**src/rtl/ti_gf16_inv_pipe.sv**
```systemverilog
// rtl/ti_gf16_inv_pipe.sv - pipelined 4-share threshold-implementation GF(2^4) inverter
//
// Purpose: per lane, XOR(QxDO0..3) = inv(XOR(XxDI0..3)) in GF(2^4) mod x^4+x+1,
// with inv(0)=0. There are two mandatory register stages plus EXTRA_STAGES
// handshaked delay slots, and the block accepts one vector per cycle when unstalled.
//
// Ports:
//   ClkxCI        clock, rising edge
//   RstxBI        asynchronous active-low reset
//   InValidxSI    input share vector valid
//   InReadyxSO    block can accept input this cycle
//   XxDI0..3      input shares, lane i at [4i+3:4i]
//   RandxDI       12*LANES refresh randomness (only with TI_REFRESH_EN)
//   OutValidxSO   output shares valid
//   OutReadyxSI   downstream accepts output
//   QxDO0..3      output shares
//
// Build option: define TI_REFRESH_EN to re-mask input shares with RandxDI on acceptance.
module ti_gf16_inv_pipe #(
  parameter int LANES        = 1,
  parameter int EXTRA_STAGES = 0
) (
  input  logic                 ClkxCI,
  input  logic                 RstxBI,
  input  logic                 InValidxSI,
  output logic                 InReadyxSO,
  input  logic [4*LANES-1:0]   XxDI0,
  input  logic [4*LANES-1:0]   XxDI1,
  input  logic [4*LANES-1:0]   XxDI2,
  input  logic [4*LANES-1:0]   XxDI3,
`ifdef TI_REFRESH_EN
  input  logic [12*LANES-1:0]  RandxDI,
`endif
  output logic                 OutValidxSO,
  input  logic                 OutReadyxSI,
  output logic [4*LANES-1:0]   QxDO0,
  output logic [4*LANES-1:0]   QxDO1,
  output logic [4*LANES-1:0]   QxDO2,
  output logic [4*LANES-1:0]   QxDO3
);

  localparam int W  = 4 * LANES;
  localparam int NS = 2 + EXTRA_STAGES;
  localparam logic [3:0] CAP = 4'(NS);

  function automatic logic [3:0] gfInv(input logic [3:0] x);
    case (x)
      4'h0: return 4'h0;
      4'h1: return 4'h1;
      4'h2: return 4'h9;
      4'h3: return 4'hE;
      4'h4: return 4'hD;
      4'h5: return 4'hB;
      4'h6: return 4'h7;
      4'h7: return 4'h6;
      4'h8: return 4'hF;
      4'h9: return 4'h2;
      4'hA: return 4'hC;
      4'hB: return 4'h5;
      4'hC: return 4'hA;
      4'hD: return 4'h4;
      4'hE: return 4'h3;
      default: return 4'h8;
    endcase
  endfunction

  // Component functions. inv has algebraic degree 3 and no constant term, so each
  // expanded share-tuple term touches at most three share indices. Component m
  // collects the tuples that avoid index m but contain every index below m;
  // inclusion-exclusion turns that into XORs of inv over partial share sums.
  // Component m therefore never reads share m, and the four components sum to inv(x).
  function automatic logic [3:0] compQ0(input logic [3:0][3:0] s);
    return gfInv(s[1] ^ s[2] ^ s[3]);
  endfunction

  function automatic logic [3:0] compQ1(input logic [3:0][3:0] s);
    return gfInv(s[0] ^ s[2] ^ s[3]) ^ gfInv(s[2] ^ s[3]);
  endfunction

  function automatic logic [3:0] compQ2(input logic [3:0][3:0] s);
    return gfInv(s[0] ^ s[1] ^ s[3]) ^ gfInv(s[1] ^ s[3])
         ^ gfInv(s[0] ^ s[3]) ^ gfInv(s[3]);
  endfunction

  function automatic logic [3:0] compQ3(input logic [3:0][3:0] s);
    return gfInv(s[0] ^ s[1] ^ s[2]) ^ gfInv(s[1] ^ s[2])
         ^ gfInv(s[0] ^ s[2]) ^ gfInv(s[0] ^ s[1])
         ^ gfInv(s[0]) ^ gfInv(s[1]) ^ gfInv(s[2]);
  endfunction

  // Valid chain: slot 0 is the input register, slot NS-1 drives the outputs.
  logic [NS-1:0] validQ;
  logic [NS-1:0] slotReady;
  logic [NS-1:0] upValid;
  logic [NS-1:0] loadSlot;

  // A slot can take new data unless it and every slot after it are full and the
  // sink is stalled; written flat so no signal depends on itself.
  for (genvar k = 0; k < NS; k++) begin : gReady
    assign slotReady[k] = OutReadyxSI | ~(&validQ[NS-1:k]);
  end

  assign upValid  = {validQ[NS-2:0], InValidxSI};
  assign loadSlot = upValid & slotReady;

  // Stage-1 and later data registers.
  logic [3:0][W-1:0] inSh;
  logic [3:0][W-1:0] xReg;
  logic [W-1:0]      q0Reg;
  logic [W-1:0]      q2Reg;
  logic [W-1:0]      s1Q0;
  logic [W-1:0]      s1Q2;
  logic [W-1:0]      s2Q1;
  logic [W-1:0]      s2Q3;
  logic [3:0][W-1:0] qPipe [1:NS-1];
  logic [3:0]        occCnt;

  for (genvar l = 0; l < LANES; l++) begin : gLane
    logic [3:0]      r0, r1, r2;
    logic [3:0][3:0] inLane;
    logic [3:0][3:0] regLane;

`ifdef TI_REFRESH_EN
    assign r0 = RandxDI[12*l +: 4];
    assign r1 = RandxDI[12*l+4 +: 4];
    assign r2 = RandxDI[12*l+8 +: 4];
`else
    assign r0 = 4'h0;
    assign r1 = 4'h0;
    assign r2 = 4'h0;
`endif

    // The refresh mask XORs to zero across the four shares, so the secret is unchanged.
    assign inSh[0][4*l +: 4] = XxDI0[4*l +: 4] ^ r0;
    assign inSh[1][4*l +: 4] = XxDI1[4*l +: 4] ^ r1;
    assign inSh[2][4*l +: 4] = XxDI2[4*l +: 4] ^ r2;
    assign inSh[3][4*l +: 4] = XxDI3[4*l +: 4] ^ r0 ^ r1 ^ r2;

    assign inLane  = {inSh[3][4*l +: 4], inSh[2][4*l +: 4],
                      inSh[1][4*l +: 4], inSh[0][4*l +: 4]};
    assign regLane = {xReg[3][4*l +: 4], xReg[2][4*l +: 4],
                      xReg[1][4*l +: 4], xReg[0][4*l +: 4]};

    // Q0/Q2 come from the (refreshed) live shares; Q1/Q3 come only from the
    // registered copies, so the two halves are separated by a register.
    assign s1Q0[4*l +: 4] = compQ0(inLane);
    assign s1Q2[4*l +: 4] = compQ2(inLane);
    assign s2Q1[4*l +: 4] = compQ1(regLane);
    assign s2Q3[4*l +: 4] = compQ3(regLane);
  end

  always_ff @(posedge ClkxCI or negedge RstxBI) begin
    if (!RstxBI) begin
      validQ <= '0;
      xReg   <= '0;
      q0Reg  <= '0;
      q2Reg  <= '0;
      occCnt <= '0;
      for (int k = 1; k < NS; k++) qPipe[k] <= '0;
    end else begin
      // A slot whose ready is high either takes its upstream item or empties.
      validQ <= (validQ & ~slotReady) | (upValid & slotReady);
      occCnt <= occCnt + {3'b000, loadSlot[0]} - {3'b000, validQ[NS-1] & OutReadyxSI};
      // Data registers move only on a load, so idle slots never mix shares.
      if (loadSlot[0]) begin
        xReg  <= inSh;
        q0Reg <= s1Q0;
        q2Reg <= s1Q2;
      end
      if (loadSlot[1]) qPipe[1] <= {s2Q3, q2Reg, s2Q1, q0Reg};
      for (int k = 2; k < NS; k++) begin
        if (loadSlot[k]) qPipe[k] <= qPipe[k-1];
      end
    end
  end

  always @(posedge ClkxCI) begin
    if (RstxBI) assert (occCnt <= CAP);
  end

  assign InReadyxSO  = slotReady[0];
  assign OutValidxSO = validQ[NS-1];
  assign QxDO0       = qPipe[NS-1][0];
  assign QxDO1       = qPipe[NS-1][1];
  assign QxDO2       = qPipe[NS-1][2];
  assign QxDO3       = qPipe[NS-1][3];

endmodule

```
**config.mk**
```make
export PLATFORM = sky130hd
export DESIGN_NAME = ti_gf16_inv_pipe
export DESIGN_NICKNAME = d
export VERILOG_FILES = /design/src/rtl/ti_gf16_inv_pipe.sv
export SDC_FILE = /design/constraint.sdc
export NUM_CORES = 1
export LEC_CHECK = 0
export CAP_MARGIN = 25
export CORE_AREA = 2 2 94 96
export DETAILED_ROUTE_END_ITERATION = 10
export DIE_AREA = 0 0 96 98
export GPL_TIMING_DRIVEN = 0
export PLACE_DENSITY = 0.88
export SYNTH_ARGS = -nofsm -noshare
export SYNTH_HDL_FRONTEND = slang
export SYNTH_SLANG_ARGS = --single-unit
export TNS_END_PERCENT = 30
```
**constraint.sdc**
```tcl
create_clock -name ClkxCI -period 3.7 [get_ports ClkxCI]
set_input_delay 0.37 -clock ClkxCI [delete_from_list [all_inputs] [get_ports ClkxCI]]
set_output_delay 0.37 -clock ClkxCI [all_outputs]
set_load 0.1 [all_outputs]
```
==> results.sh <==
export IMPL_multi_input_area_um2=3740
export IMPL_io_buffers=36
export IMPL_fill_cells=619
export IMPL_whs_ns=0.185
export IMPL_dpl_hpwl_um=8260
export IMPL_synth_edff_count=0
export IMPL_synthToLayoutAreaGrowth_pct=12.1
export IMPL_syn_inst=533
export IMPL_overflow=0
export IMPL_die_h_um=98
export IMPL_cts_buffers=5
export IMPL_cts_root_buf="clkbuf_8"
export IMPL_fin_crit_sh_pct=91.3
export IMPL_synthArstFlopShare_pct=100
export IMPL_clock_sinks=42
export IMPL_drtAntennaViolNets=0
export IMPL_grt_pass1_wl_um=17800
export IMPL_dr_pass1_iters=4
export IMPL_postCtsHoldBufs=0
export IMPL_clock_skew_ns=0.0138
export IMPL_antenna_found_initial=0
export IMPL_power_density_nw_per_um2=729
export IMPL_syn_num_nets=633
export IMPL_status="completed"
export IMPL_cp_top_family="XOR/XNOR gates"
export IMPL_crit_type="register to register"
export IMPL_wire_per_inst_um=15.5
export IMPL_fin_setup_tns_ns=0
export IMPL_syn_area_um2=5030
export IMPL_yosys_warnings=0
export IMPL_crit_buf_inv=3
export IMPL_rows=34
export IMPL_period_needed_ns=3.38
export IMPL_clock_latency_ns=0.31
export IMPL_fin_cells=685
export IMPL_place_congestion=0.859
export IMPL_first_global_vias=3904
export IMPL_rsz0062_at_grt="no"
export IMPL_dp_cells=677
export IMPL_fmax_ghz=0.296
export IMPL_ir_drop_mv=0.374
export IMPL_htreeDepth=2
export IMPL_syn_avg_cell_area_um2=9.45
export IMPL_ys_flop_type="dfrtp_1"
export IMPL_routed_via_count=3916
export IMPL_max_stage_delay_ns=0.58
export IMPL_end_kind="register"
export IMPL_grt_usage_pct=23.3
export IMPL_cp_data_required_time_ns=3.88
export IMPL_avgViaCountPerCell=5.72
export IMPL_drt_iter0_markers=196
export IMPL_arrival_ns=3.56
export IMPL_boundaryPins=38
export IMPL_grt_max_degree=43
export IMPL_drc=0
export IMPL_setup_viol=0
export IMPL_core_um2=8470
export IMPL_drv_cap=0
export IMPL_drv_slew=0
export IMPL_clkTransAtPathRegs_ns=0.09
export IMPL_finalHoldViolCount=0
export IMPL_cts_setup_buffers=0
export IMPL_start_kind="register"
export IMPL_drive_gt1_share_pct=12.0
export IMPL_dieArea_um2=9410
export IMPL_path_cells="buf_2, xor2_1, inv_1, xnor2_1, inv_1, ha_1, xnor2_1, o21ai_0, xor2_1, o21ai_1"
export IMPL_nets=676
export IMPL_hp_class="input port to asynchronous set/reset pin"
export IMPL_wl_um=10600
export IMPL_ys_seq_area_share_pct=20.9
export IMPL_cts_tree="yes"
export IMPL_cts_resized=0
export IMPL_synth_distinct_cells=40
export IMPL_fp_dieW_um=96
export IMPL_path_max_fanout=8
export IMPL_ys_seq_elements=42
export IMPL_slew_limit_headroom_pct=33.8
export IMPL_tightestPinTransition_ns=0.990
export IMPL_diodes=0
export IMPL_register_area_um2=1050
export IMPL_crit_slowest_cell="xnor2_1"
export IMPL_initial_core_util_pct=59.5
export IMPL_power_leakage_nw=2.55
export IMPL_clockBufferDepth=2
## area by class of cell
type	count	area share, %
Timing Repair Buffer	36	6.30
Clock buffer	5	1.22
Sequential cell	42	18.6
Buffer	21	1.62
Inverter	41	2.73
Clock inverter	3	0.865
Tap cell	108	2.39
Multi-Input combinational cell	429	66.3
## per-stage QoR
stage | total power, mW | instance area [µm²] | worst slack (ns) | util (%)
CTS | 4.11 | 5640 | 0.367 | 66.7
detailed placement | 3.71 | 5530 | 0.263 | 65.3
finish | 4.12 | 5640 | 0.323 | 66.7
floorplan | 3.11 | 5030 | 0.369 | -
global route | 4.38 | 5640 | 0.123 | 66.7
global placement | 3.57 | 5530 | 0.419 | 65.3
## synthesized netlist by cell type, types with 2 or more instances
cell type / count / area share (%)
ha_1: 80 / 20
xnor2_1: 56 / 9.7
nand2_1: 47 / 3.5
dfrtp_1: 42 / 21
inv_1: 41 / 3.1
a21oi_1: 29 / 2.9
xor2_1: 28 / 4.9
nor2_1: 27 / 2.0
mux2_2: 26 / 5.8
o21ai_0: 26 / 2.6
mux2i_1: 19 / 3.8
a211oi_1: 16 / 2.4
o21ai_1: 13 / 1.3
mux4_2: 10 / 4.5
xnor2_2: 10 / 3.2
buf_2: 9 / 0.89
clkbuf_1: 9 / 0.67
o211ai_1: 9 / 1.3
nand2b_1: 4 / 0.50
xnor3_1: 4 / 1.8
nor3_1: 3 / 0.30
a221o_1: 2 / 0.40
a31oi_1: 2 / 0.25
buf_1: 2 / 0.15
o22ai_1: 2 / 0.25
o32ai_1: 2 / 0.35
xor2_2: 2 / 0.65
## worst register-to-register path: stages, from the launching register on
cell and delay (ns):
dfrtp_1 0.40, buf_2 0.26, xor2_1 0.47, inv_1 0.21
xnor2_1 0.58, inv_1 0.18, ha_1 0.36, xnor2_1 0.14
o21ai_0 0.37, xor2_1 0.20, o21ai_1 0.08
## path summary, 6_finish.rpt
check | start | end | slack, ns | cells past startpoint
max | gLane[0].regLane[9] | QxDO1[0] | 0.32 | 10
min | RstxBI | QxDO2[0] | 0.18 | 1
max reg2reg | gLane[0].regLane[9] | QxDO1[0] | 0.32 | 10
min reg2reg | q0Reg[0] | q0Reg[0] | 0.48 | 2
max in group asynchronous | RstxBI | gLane[0].regLane[11] | 2.93 | 1
min in group ClkxCI | q0Reg[0] | q0Reg[0] | 0.48 | 2
## cells in the final DEF, fill, tap and decap left out, types with 16 or more instances in the layout
| cell | netlist | routed |
|---|---|---|
| o21ai_0 | 26 | 26 |
| inv_1 | 41 | 41 |
| nand2_1 | 47 | 47 |
| mux2i_1 | 19 | 19 |
| ha_1 | 80 | 80 |
| nor2_1 | 27 | 27 |
| xnor2_1 | 56 | 56 |
| dfrtp_1 | 42 | 42 |
| clkdlybuf4s50_1 | 0 | 35 |
| xor2_1 | 28 | 28 |
| mux2_2 | 26 | 26 |
| a21oi_1 | 29 | 29 |
| a211oi_1 | 16 | 16 |
## metal layers
layer / global-route usage, % / wire (µm)
met1: 29.5 / 4570
met3: 3.09 / 312
met5: 0 / 0
met2: 40.2 / 5440
met4: 8.46 / 306
## cell families (layout without fill, tap and decap cells)
logic type / count (synthesis) / in the layout / share of synthesized area [%]
XOR/XNOR: 100 / 100 / 20.3
multiplexers: 56 / 56 / 14.3
buffers and inverters: 62 / 106 / 4.87
AND/OR/NAND/NOR: 86 / 86 / 6.93
adder cells (fa/ha/maj): 80 / 80 / 19.9
flip-flops: 42 / 42 / 20.9
AO/OA/AOI/OAI: 107 / 107 / 12.9
## power breakdown
| group | internal (mW) | total, mW | switching [mW] |
|---|---|---|---|
| logic | 1.19 | 3.02 | 1.83 |
| registers | 0.606 | 0.711 | 0.105 |
| clock network | 0.206 | 0.387 | 0.181 |
| total | 2.00 | 4.12 | 2.11 |
## flip-flops by register name (all words and copies together) (netlist names), named ones only
register	cells
QxDO0	4
QxDO1	4
QxDO2	4
QxDO3	4
gLane.regLane	16
q0Reg	4
q2Reg	4
No activity file was read; power rests on OpenSTA's default activity.
